[config.mk]
export PLATFORM = sky130hd
export DESIGN_NAME = sram_1r1w_be
export DESIGN_NICKNAME = d
export VERILOG_FILES = /design/src/rtl/sram_1r1w_be.sv
export SDC_FILE = /design/constraint.sdc
export NUM_CORES = 1
export LEC_CHECK = 0
export CAP_MARGIN = 20
export CORE_UTILIZATION = 60
export DETAILED_ROUTE_END_ITERATION = 10
export PLACE_DENSITY_LB_ADDON = 0.25
export RECOVER_POWER = 50
export SLEW_MARGIN = 20
export SYNTH_ARGS = -nofsm -noshare
export SYNTH_HDL_FRONTEND = slang
export SYNTH_SLANG_ARGS = --single-unit
export TNS_END_PERCENT = 50
[constraint.sdc]
create_clock -name clock -period 3.4 [get_ports clock]
set_clock_uncertainty 0.05 [all_clocks]
set_input_delay 0.34 -clock clock [delete_from_list [all_inputs] [get_ports clock]]
set_output_delay 0.34 -clock clock [all_outputs]
set_load 0.02 [all_outputs]
[src/rtl/sram_1r1w_be.sv]
// sram_1r1w_be: 1R1W synchronous SRAM with per-byte write enables.
// It has a READ_LATENCY-deep read pipeline (1 or 2) and zeroes the whole
// array in hardware after reset, one word per cycle.
// Optional macro SRAM_FWD_EN: a read and a write to the same word on the
// same edge return write-first data. Without the macro, the read returns
// the old contents (read-first).

// One byte lane of the array: storage, write port, and a combinational read
// with an optional same-cycle bypass from the write port.
module sram_1r1w_be_lane #(
  parameter int DEPTH_LOG2 = 5
) (
  input  logic                  clock,
  input  logic                  we,
  input  logic [DEPTH_LOG2-1:0] w_idx,
  input  logic [7:0]            w_byte,
  input  logic [DEPTH_LOG2-1:0] r_idx,
  input  logic                  fwd,
  output logic [7:0]            r_byte
);

  logic [7:0] mem [2**DEPTH_LOG2];

  // Storage has no reset; the top-level sweep clears it.
  always_ff @(posedge clock) begin
    if (we) mem[w_idx] <= w_byte;
  end

  // Return the byte being written this edge when the bypass is active.
  always_comb begin
    r_byte = fwd ? w_byte : mem[r_idx];
  end

endmodule

module sram_1r1w_be #(
  parameter  int DATA_SIZE       = 32,
  parameter  int SRAM_DEPTH_LOG2 = 5,
  parameter  int READ_LATENCY    = 1,
  localparam int BYTES           = DATA_SIZE / 8,
  localparam int BYTE_OFF        = $clog2(BYTES),
  localparam int ADDR_SIZE       = SRAM_DEPTH_LOG2 + BYTE_OFF,
  localparam int SRAM_DEPTH      = 2 ** SRAM_DEPTH_LOG2
) (
  input  logic                 clock,
  input  logic                 reset_n,
  input  logic                 wr_en,
  input  logic [BYTES-1:0]     wr_be,
  input  logic [ADDR_SIZE-1:0] wr_addr,
  input  logic [DATA_SIZE-1:0] wr_data,
  input  logic                 rd_en,
  input  logic [ADDR_SIZE-1:0] rd_addr,
  output logic [DATA_SIZE-1:0] rd_data,
  output logic                 rd_valid,
  output logic                 init_busy,
  output logic                 req_dropped,
  output logic                 sram_full
);

  localparam logic [SRAM_DEPTH_LOG2-1:0] LAST_IDX = SRAM_DEPTH_LOG2'(SRAM_DEPTH - 1);

  typedef enum logic {SWEEP = 1'b0, READY = 1'b1} state_t;

  state_t                     state, state_nx;
  logic [SRAM_DEPTH_LOG2-1:0] idx, idx_nx;

  // Byte offset bits drop out of the shift, so the word index ignores them.
  logic [SRAM_DEPTH_LOG2-1:0] wr_word, rd_word_idx;
  assign wr_word     = SRAM_DEPTH_LOG2'(wr_addr >> BYTE_OFF);
  assign rd_word_idx = SRAM_DEPTH_LOG2'(rd_addr >> BYTE_OFF);

  // Requests that arrive during the sweep are discarded.
  logic wr_accept, rd_accept;
  assign wr_accept = wr_en & ~init_busy;
  assign rd_accept = rd_en & ~init_busy;

  assign sram_full = (wr_word == LAST_IDX);

  // Init FSM state and sweep counter.
  always_ff @(posedge clock or negedge reset_n) begin
    if (!reset_n) begin
      state <= SWEEP;
      idx   <= '0;
    end else begin
      state <= state_nx;
      idx   <= idx_nx;
    end
  end

  // Sweep advances one word per cycle. idx freezes on the last word.
  always_comb begin
    state_nx = state;
    idx_nx   = idx;
    case (state)
      SWEEP: begin
        if (idx == LAST_IDX) state_nx = READY;
        else                 idx_nx   = idx + 1'b1;
      end
      default: ;
    endcase
  end

  // Busy flag comes straight from the state.
  always_comb begin
    init_busy = (state == SWEEP);
  end

  // Per-lane write/bypass controls. The sweep overrides the write port.
  logic [BYTES-1:0][7:0]      wr_bytes, lane_wbyte, lane_rbyte;
  logic [BYTES-1:0]           lane_we, lane_fwd;
  logic [SRAM_DEPTH_LOG2-1:0] mem_widx;

  assign wr_bytes = wr_data;
  assign mem_widx = init_busy ? idx : wr_word;

  for (genvar k = 0; k < BYTES; k++) begin : g_lane
    assign lane_we[k]    = init_busy | (wr_accept & wr_be[k]);
    assign lane_wbyte[k] = init_busy ? 8'h00 : wr_bytes[k];
`ifdef SRAM_FWD_EN
    assign lane_fwd[k]   = wr_accept & wr_be[k] & (wr_word == rd_word_idx);
`else
    assign lane_fwd[k]   = 1'b0;
`endif

    sram_1r1w_be_lane #(
      .DEPTH_LOG2 (SRAM_DEPTH_LOG2)
    ) u_lane (
      .clock  (clock),
      .we     (lane_we[k]),
      .w_idx  (mem_widx),
      .w_byte (lane_wbyte[k]),
      .r_idx  (rd_word_idx),
      .fwd    (lane_fwd[k]),
      .r_byte (lane_rbyte[k])
    );
  end

  logic [DATA_SIZE-1:0] rd_word;
  assign rd_word = lane_rbyte;

  // Read pipeline. Stage 0 is the accepted request and array output.
  // Stage s>0 is registered, and its data only loads on a valid beat.
  // rd_data therefore holds between results.
  logic [READ_LATENCY:0]                  vld_pipe;
  logic [READ_LATENCY-1:0]                vld_q;
  logic [READ_LATENCY:0][DATA_SIZE-1:0]   dat_pipe;
  logic [READ_LATENCY-1:0][DATA_SIZE-1:0] dat_q;

  assign vld_pipe = {vld_q, rd_accept};
  assign dat_pipe = {dat_q, rd_word};

  // Shift valid bits and move data forward on valid beats only.
  always_ff @(posedge clock or negedge reset_n) begin
    if (!reset_n) begin
      vld_q <= '0;
      dat_q <= '0;
    end else begin
      vld_q <= vld_pipe[READ_LATENCY-1:0];
      for (int s = 0; s < READ_LATENCY; s++) begin
        if (vld_pipe[s]) dat_q[s] <= dat_pipe[s];
      end
    end
  end

  assign rd_valid = vld_pipe[READ_LATENCY];
  assign rd_data  = dat_pipe[READ_LATENCY];

  // Pulse once per cycle that carried any request during the sweep.
  always_ff @(posedge clock or negedge reset_n) begin
    if (!reset_n) req_dropped <= 1'b0;
    else          req_dropped <= init_busy & (rd_en | wr_en);
  end

endmodule

Word-level counts from Yosys, hierarchy flattened --
Memories as Yosys holds them, arrays and structs flattened. A register that Yosys moved wholly into a read port is not among the register bits. Cells that the tools add are included. W data, S select, Z words.
Cells by class: equality and inequality tests 2, bitwise operators 14, $add $sub $neg 1, reductions and logical operators 5, muxes and demuxes 15
Operators with widths (count):
- $mux W8 | 4
- $eq A5 B5 Y1 const B | 2
- $mux W1 | 10
- $and A1 B1 Y1 | 7
- $add A5 B1 Y5 const B | 1
- $mux W5 | 1
- $or A1 B1 Y1 | 5
- $logic_not A1 Y1 | 4
- $not A1 Y1 | 2
- $reduce_and A2 Y1 | 1
Word-level totals: memories kept 4, RAM bits 1024, word-level logic and storage cells 45, output and inout port bits 36, flip-flop bits (word level) 8, bits of input ports 54
Memories:
- g_lane[0].u_lane.mem | depth 32, bits a word 8, rd ports 1, clocked after Yosys merged registers in 1, write ports 1, line 22 | logic [7:0] mem [2**DEPTH_LOG2];
- g_lane[1].u_lane.mem | depth 32, bits a word 8, rd ports 1, clocked after Yosys merged registers in 1, write ports 1, line 22
- g_lane[2].u_lane.mem | depth 32, bits a word 8, rd ports 1, clocked after Yosys merged registers in 1, write ports 1, line 22
- g_lane[3].u_lane.mem | depth 32, bits a word 8, rd ports 1, clocked after Yosys merged registers in 1, write ports 1, line 22

Longest topological paths before layout --
Gate-level depths: netlist (run 1).
depth after elaboration 5, depth in mapped cells 8, depth with buffers taken out 6

Hierarchy --
From an unflattened synthesis (run 1), not the netlist that was laid out.
Second synthesis, totals: cell total of the unflattened synthesis 2474, area, all modules 43456.7 um2
By module, submodules not included:
- sram_1r1w_be_lane | area each 10313.6 um2, cells an instance 574, seq. area each 7687.4 um2, times used 4
- sram_1r1w_be | area each 2202.1 um2, cells an instance 178, seq. area each 1001.0 um2, times used 1

Least setup slack after synthesis (run 1) --
No wires, ideal clock.
kind register to register, start point reg state, end point mem g_lane[1].u_lane.mem[10][0], enable pin, data required time 2967 ps, slack 924 ps, stages on the path, launching flop included 8, path buffers 3, arrival 2043 ps, period minus slack after synthesis 2476 ps, setup time 383 ps, path through dfrtp_1 -> buf_2 -> clkbuf_1 -> nand2_1 -> o2bb2ai_1 -> nand2_1 -> clkbuf_1 -> nor3_1
On the way: cells in the longest elaborated chain, start to end 5, elaborated cells between the ends (all ways) 7, classes of those cells 3 x mux; 4 x bitwise
RTL lines:
- start, declared | line 64 | state_t state, state_nx;
- start signal, assigned | line 85 | state <= state_nx;
- $and A1 B1 Y1 | line 74 | assign wr_accept = wr_en & ~init_busy;
- $and A1 B1 Y1 | line 117 | assign lane_we[k] = init_busy | (wr_accept & wr_be[k]);
- $or A1 B1 Y1 | line 117
- $mux W1 | line 26 | if (we) mem[w_idx] <= w_byte;
- $mux W1 (implied by the code) | line 26
- end, declared | line 22
Parallel ways exist; a longest one is shown, timed or not.

Worst setup path in the final report (run 1) --
start point reg state, end point mem g_lane[1].u_lane.mem[0][3], data pin
On the way: cells in the longest elaborated chain, start to end 1
RTL lines:
- $mux W8 | line 118 | assign lane_wbyte[k] = init_busy ? 8'h00 : wr_bytes[k];
- net g_lane[1].u_lane.w_byte[3] | line 16 | input logic [7:0] w_byte,
The timed path passes the listed nets, and every way through them passes these cells.

==> results of run 1 <==
cell usage in the layout (no fill, tap or decap), types with 11 or more instances in the layout:
| cell type | synthesis | layout |
|---|---|---|
| edfxtp_1 | 1024 | 1024 |
| mux2i_1 | 512 | 512 |
| buf_4 | 25 | 190 |
| a22oi_1 | 128 | 128 |
| clkbuf_16 | 0 | 102 |
| nor3_1 | 75 | 71 |
| clkdlybuf4s50_1 | 0 | 71 |
| a22o_1 | 64 | 64 |
| a221oi_1 | 64 | 64 |
| a21oi_1 | 69 | 64 |
| nor2_1 | 63 | 62 |
| nand2_1 | 48 | 47 |
| clkbuf_1 | 89 | 42 |
| dfrtp_1 | 40 | 40 |
| o22ai_1 | 33 | 33 |
| o41ai_2 | 32 | 32 |
| clkinv_2 | 0 | 24 |
| and2_1 | 34 | 17 |
| and2_0 | 0 | 16 |
| clkinv_1 | 0 | 16 |
| buf_12 | 2 | 15 |
| dlygate4sd3_1 | 0 | 13 |
| bufinv_16 | 0 | 11 |
cell type report:
type / count / area share (%)
antenna: 1 / 0.00515
clock buffer: 120 / 5.49
clock inverter: 64 / 1.33
inverter: 5 / 0.0386
multi-input combinational: 1162 / 19.9
sequential: 1064 / 65.3
tap: 931 / 2.40
timing repair buffer: 321 / 5.56
logic make-up after synthesis:
family | count (synthesis) | synth area share [%]
compound gates | 400 | 7.63
xor+xnor | 3 | 0.0622
fa+ha+maj | 2 | 0.0592
buf+inv | 166 | 2.19
flops | 1064 | 75.2
mux | 513 | 12.2
simple gates | 244 | 2.73
cells in the mapped netlist (12+ instances only):
master	n	share of area, %
o41ai_2	32	1.2
and2_1	34	0.50
a22o_1	64	1.3
buf_4	25	0.44
mux2i_1	512	12
a22oi_1	128	2.3
nand2_1	48	0.43
o22ai_1	33	0.49
buf_6	13	0.35
clkbuf_4	12	0.21
clkbuf_1	89	0.79
a221oi_1	64	1.3
nor3_1	75	0.89
a21oi_1	69	0.82
nor2_1	63	0.56
dfrtp_1	40	2.4
edfxtp_1	1024	73
layer usage:
metal  share of wire (%)  track usage (%)  up-vias
met4                 3.1             9.85        6
met1                  40             38.0    11700
met2                  49             44.6     1049
met5               0.042                0        -
li1                    -                -    10200
met3                 8.5             4.98      191
power by group through the flow:
stage | combinational (mW) | sequential, mW | clock [mW]
6_report | 1.66 | 14.5 | 11.2
5_1_grt | 1.74 | 14.5 | 11.8
4_1_cts | 1.67 | 14.5 | 11.3
3_5_place_dp | 1.66 | 14.8 | 0
3_3_place_gp | 1.62 | 14.8 | 0
2_1_floorplan | 0.926 | 14.8 | 0
per-stage QoR:
step | std cells | hold WS, ps | utilization [%] | worst slack [ps] | area [µm²]
6_report | 3668 | 293 | 70.4 | 336 | 48600
5_1_grt | 3667 | 340 | 70.4 | 309 | 48600
4_1_cts | 3667 | 271 | 70.5 | 673 | 48700
3_5_place_dp | 3482 | 423 | 65.7 | 396 | 45400
3_3_place_gp | 3480 | 428 | 65.7 | 192 | 45400
2_1_floorplan | 2392 | -5.59 | - | 924 | 42200
critical path, delay by kind of cell (launching register included):
family                 cells  cell delay, ps
AND/OR/NAND/NOR            1             230
buffers and inverters      2            1760
flip-flops                 1             590
worst max path at each step:
stage	startpoint	endpoint	slack [ps]	depth (start not counted)
after floorplan	state$_DFF_PN0_	g_lane[1].u_lane.mem[10][0]$_DFFE_PP_	920	7
after global placement	wr_addr[4]	g_lane[2].u_lane.mem[19][6]$_DFFE_PP_	190	6
after detailed placement	wr_addr[4]	g_lane[3].u_lane.mem[17][4]$_DFFE_PP_	400	8
after CTS	state$_DFF_PN0_	g_lane[3].u_lane.mem[17][7]$_DFFE_PP_	670	7
after global routing	state$_DFF_PN0_	g_lane[0].u_lane.mem[28][5]$_DFFE_PP_	310	3
final	state$_DFF_PN0_	g_lane[1].u_lane.mem[0][3]$_DFFE_PP_	340	3
state kept, by name, summed over array words and instances, names as in the netlist:
register,count
rd_valid,1
state,1
rd_data,32
req_dropped,1
idx,5
g_lane.u_lane.mem,1024
==> flow_metrics.tcl, run 1 <==
set metrics [dict create \
    rrSetupSlack_ps 340 \
    layout.nets 2710 \
    grtUsageTotal_pct 27.6 \
    clock_latency_ps 670 \
    hold_path.class "input port to register" \
    min_path_cells 3 \
    maxSlewViolCount 424 \
    violations "max-capacitance violations, max-slew violations" \
    worstMarginPinSlew_ps 2210 \
    crit_chain "clkbuf_1, and2_0, clkbuf_1" \
    reg2reg_from "state$_DFF_PN0_" \
    syn_inst 2392 \
    hpwlAfterDp_mm 59.0 \
    cts-root-buf "clkbuf_16" \
    wirelength_mm 97.5 \
    syn_avg_cell_area_um2 17.7 \
    r2r_cells 3 \
    end_kind "register" \
    ir_worst_vdd_uv 380 \
    setup_viol 0 \
    wl_per_cell_um 26.6 \
    portBuffers 85 \
    num_vias 23100 \
    multi_input_area_um2 9660 \
    cp_slowest_cell "clkbuf_1" \
    drv_cap 15 \
    status "finished with violations" \
    grt_antenna_before_repair 5 \
    finalCriticalPeriod_ps 3060 \
    grt_max_degree 66 \
    critical_path_class "register to register" \
    yosys_warnings 0 \
    holdPathEnd "req_dropped$_DFF_PN0_" \
    regArea_um2 31800 \
    reg2reg_to "g_lane[1].u_lane.mem[0][3]$_DFFE_PP_" \
    fillCellCount 4321 \
    combPwrFrac_pct 6.1 \
    cts_tree "done" \
    overflow 0 \
    power_density_nw_per_um2 562 \
    yosysSeqAreaShare_pct 75.2 \
    slowest_delay_ps 1160 \
    p_total_mw 27.3 \
    grt_pass1_vias 23100 \
    via_per_inst 6.29 \
    grt_pass1_wl_mm 144 \
    drc 0 \
    maxSlewHeadroom_pct -47.0 \
    ys_seq_elements 1064 \
    finalHoldViolCount 0 \
    ys_async_sr_fraction_pct 3.76 \
    post-route-period-util_pct 90.1 \
    die_x_um 267 \
    p_leak_nw 17.1 \
    netlist_area_um2 42200 \
    crit_path_start_kind "register" \
    switching_share_pct 21.4 \
    worst-path-max-fanout 32 \
    final_antenna_net_count 0 \
    first_pass_iters 6 \
    power.share.sequential_pct 53.0 \
    dieArea_um2 71500 \
    cts_hold_buf 1 \
    max-clock-path-buffers 3 \
    pin_count 90 \
    drt-initial-drc-count 2349 \
    crit_path_frequent_cell "clkbuf_1" \
    cts.sinks 1064 \
    coreArea_um2 69100 \
    rsz0062_at_grt "no" \
    power.switching_mw 5.84 \
    post_cts.repair.setup_buffers 0 \
    synthDistinctLibCells 41 \
    area_growth_pct 15.1 \
    num_rows 96 \
    drive_gt1_share_pct 15.4 \
    crit_required_ps 3570 \
    syn_nets 2448 \
    synth_edf_count 1024 \
    ys.flop_type "edfxtp_1" \
    min_from "rd_en" \
    maxClockFrequency_mhz 326 \
    htree_levels 3 \
    finalSetupTns_ps 0 \
    cts_resized 0 \
    numCtsBuffers 100 \
    power.share.clock_pct 40.9 \
    routabilityCongestion 0.845 \
    intPower_mw 21.5 \
    clk_pin_slew_worst_paths_ps 60 \
    critical_path_arrival_ps 3240 \
    initial_core_util_pct 61.2 \
    die_y_um 267 \
]
Note: power is estimated with default switching activity, not from simulation.
==> run 2, diff against run 1 <==
Settings changed: CTS_BUF_LIST set to sky130_fd_sc_hd__clkbuf_4, SETUP_SLACK_MARGIN set to 0.3.
==> run 2 against run 1 <==
Effect of this change: the flow still finishes with violations (max-capacitance violations, max-slew violations); routed wire length grew 1.1%; setup slack better by 24 ps; worst hold slack got worse by 130 ps; register-to-register slack better by 20 ps; clock power fell by 8%; critical path depth is the same.
==> flow_metrics.tcl, run 2 (synthesis results as in run 1) <==
set metrics [dict create \
    maxClockFrequency_mhz 329 \
    maxSlewViolCount 621 \
    crit_path_start_kind "register" \
    cts-root-buf "clkbuf_4" \
    rsz0062_at_grt "no" \
    cts_tree "done" \
    first_pass_iters 7 \
    power_density_nw_per_um2 545 \
    dieArea_um2 71500 \
    setup_viol 0 \
    slowest_delay_ps 1120 \
    maxSlewHeadroom_pct -40.3 \
    clk_pin_slew_worst_paths_ps 70 \
    ir_worst_vdd_uv 267 \
    critical_path_class "register to register" \
    min_from "rd_addr[2]" \
    crit_chain "clkbuf_1, and2_0, clkbuf_1" \
    clock_latency_ps 1080 \
    cts.sinks 1064 \
    grt_max_degree 66 \
    reg2reg_to "g_lane[0].u_lane.mem[27][4]$_DFFE_PP_" \
    grt_antenna_before_repair 7 \
    busiest_layer "met2" \
    final_cell_mix "1024 x edfxtp_1, 512 x mux2i_1, 401 x clkbuf_4, 184 x buf_4, 128 x a22oi_1" \
    wirelength_mm 98.6 \
    post-route-period-util_pct 89.4 \
    via_per_inst 6.10 \
    num_vias 24100 \
    gr-usage-met3_pct 7.86 \
    crit_required_ps 3960 \
    fillCellCount 4450 \
    status "finished with violations" \
    holdPathEnd "rd_data[12]$_DFFE_PN0P_" \
    wl_per_cell_um 25.0 \
    reg2reg_from "state$_DFF_PN0_" \
    hold_path.class "input port to register" \
    crit_path_frequent_cell "clkbuf_1" \
    finalCriticalPeriod_ps 3040 \
    die_x_um 267 \
    finalSetupTns_ps 0 \
    final_cell_count_no_fill 3945 \
    grt_use_met1_pct 36.7 \
    worst-path-max-fanout 32 \
    critical_path.top_delay_family "buffers and inverters" \
    hpwlAfterDp_mm 59.0 \
    routabilityCongestion 0.845 \
    end_kind "register" \
    top_register "g_lane.u_lane.mem" \
    initial_core_util_pct 61.2 \
    cp_slowest_cell "clkbuf_1" \
    dp.cells 3482 \
    violations "max-capacitance violations, max-slew violations" \
    htree_levels 5 \
    grt_pass1_wl_mm 146 \
    cts_resized 0 \
    drive_gt1_share_pct 22.0 \
    grt_use_met2_pct 44.6 \
    rrSetupSlack_ps 360 \
    portBuffers 85 \
    finalHoldViolCount 0 \
    r2r_cells 3 \
    overflow 0 \
    grt_pass1_vias 24600 \
    largest_reg_flops 1024 \
    numCtsBuffers 279 \
    critical_path_arrival_ps 3600 \
    coreArea_um2 69100 \
    min_path_cells 5 \
    startpoint "state$_DFF_PN0_" \
    die_y_um 267 \
    pin_count 90 \
    p_leak_nw 17.4 \
    num_rows 96 \
    drc 0 \
    final_common_cell "edfxtp_1" \
    drt-initial-drc-count 2256 \
    crit_buf_inv 2 \
    worstMarginPinSlew_ps 2100 \
    grtUsageTotal_pct 28.0 \
    max-clock-path-buffers 4 \
    drv_cap 19 \
    final_antenna_net_count 0 \
    area_growth_pct 14.8 \
    layout.nets 2892 \
]
## run 2: how the worst max path moves through the flow
stage / to / slack [ps] / depth (start not counted)
finish: g_lane[0].u_lane.mem[27][4]$_DFFE_PP_ / 360 / 3
global route: g_lane[0].u_lane.mem[3][3]$_DFFE_PP_ / 260 / 3
CTS: init_busy / 350 / 2
detailed placement: g_lane[3].u_lane.mem[17][4]$_DFFE_PP_ / 400 / 8
global placement: g_lane[2].u_lane.mem[19][6]$_DFFE_PP_ / 190 / 6
floorplan: g_lane[1].u_lane.mem[10][0]$_DFFE_PP_ / 920 / 7
## run 2: worst min-delay path: stages
cell and delay (ps):
buf_8 210, mux2i_1 210, a22oi_1 130, a21oi_1 220, o41ai_2 100
## run 2: repair_timing
item	4_1_cts	5_1_grt
buffers inserted	0	0
hold buffers	4	0
endpoints found under the hold margin	41	0
## run 2: cell type report
cell class / count / area (µm²) / share of cell area (%)
Multi-Input combinational cell: 1162 / 9590 / 19.8
Timing Repair Buffer: 324 / 2700 / 5.57
Sequential cell: 1064 / 31800 / 65.5
Antenna cell: 3 / 7.51 / 0.0155
Clock inverter: 55 / 239 / 0.493
Tap cell: 931 / 1160 / 2.40
Clock buffer: 401 / 3010 / 6.21
Inverter: 5 / 18.8 / 0.0387
## run 2: routing by layer
| metal | vias to the layer above | share of wire [%] |
|---|---|---|
| li1 | 10700 | - |
| met1 | 12000 | 39 |
| met2 | 1180 | 49 |
| met3 | 170 | 9.5 |
| met4 | 6 | 2.6 |
| met5 | - | 0.042 |
## run 2: power breakdown
group	internal, mW	switching (mW)	total, mW
logic	0.604	1.04	1.65
registers	14.4	0.0469	14.5
clock network	5.45	4.84	10.3
total	20.5	5.93	26.4
## run 2: through the flow
stage	util (%)	total power, mW	setup slack [ps]	instance area, µm²	hold slack [ps]
after CTS	70.5	26.7	353	48700	44.1
after global routing	70.2	27.4	262	48500	121
after global placement	65.7	16.4	192	45400	428
after floorplan	-	15.7	924	42200	-5.59
final	70.2	26.4	360	48500	166
after detailed placement	65.7	16.4	396	45400	423
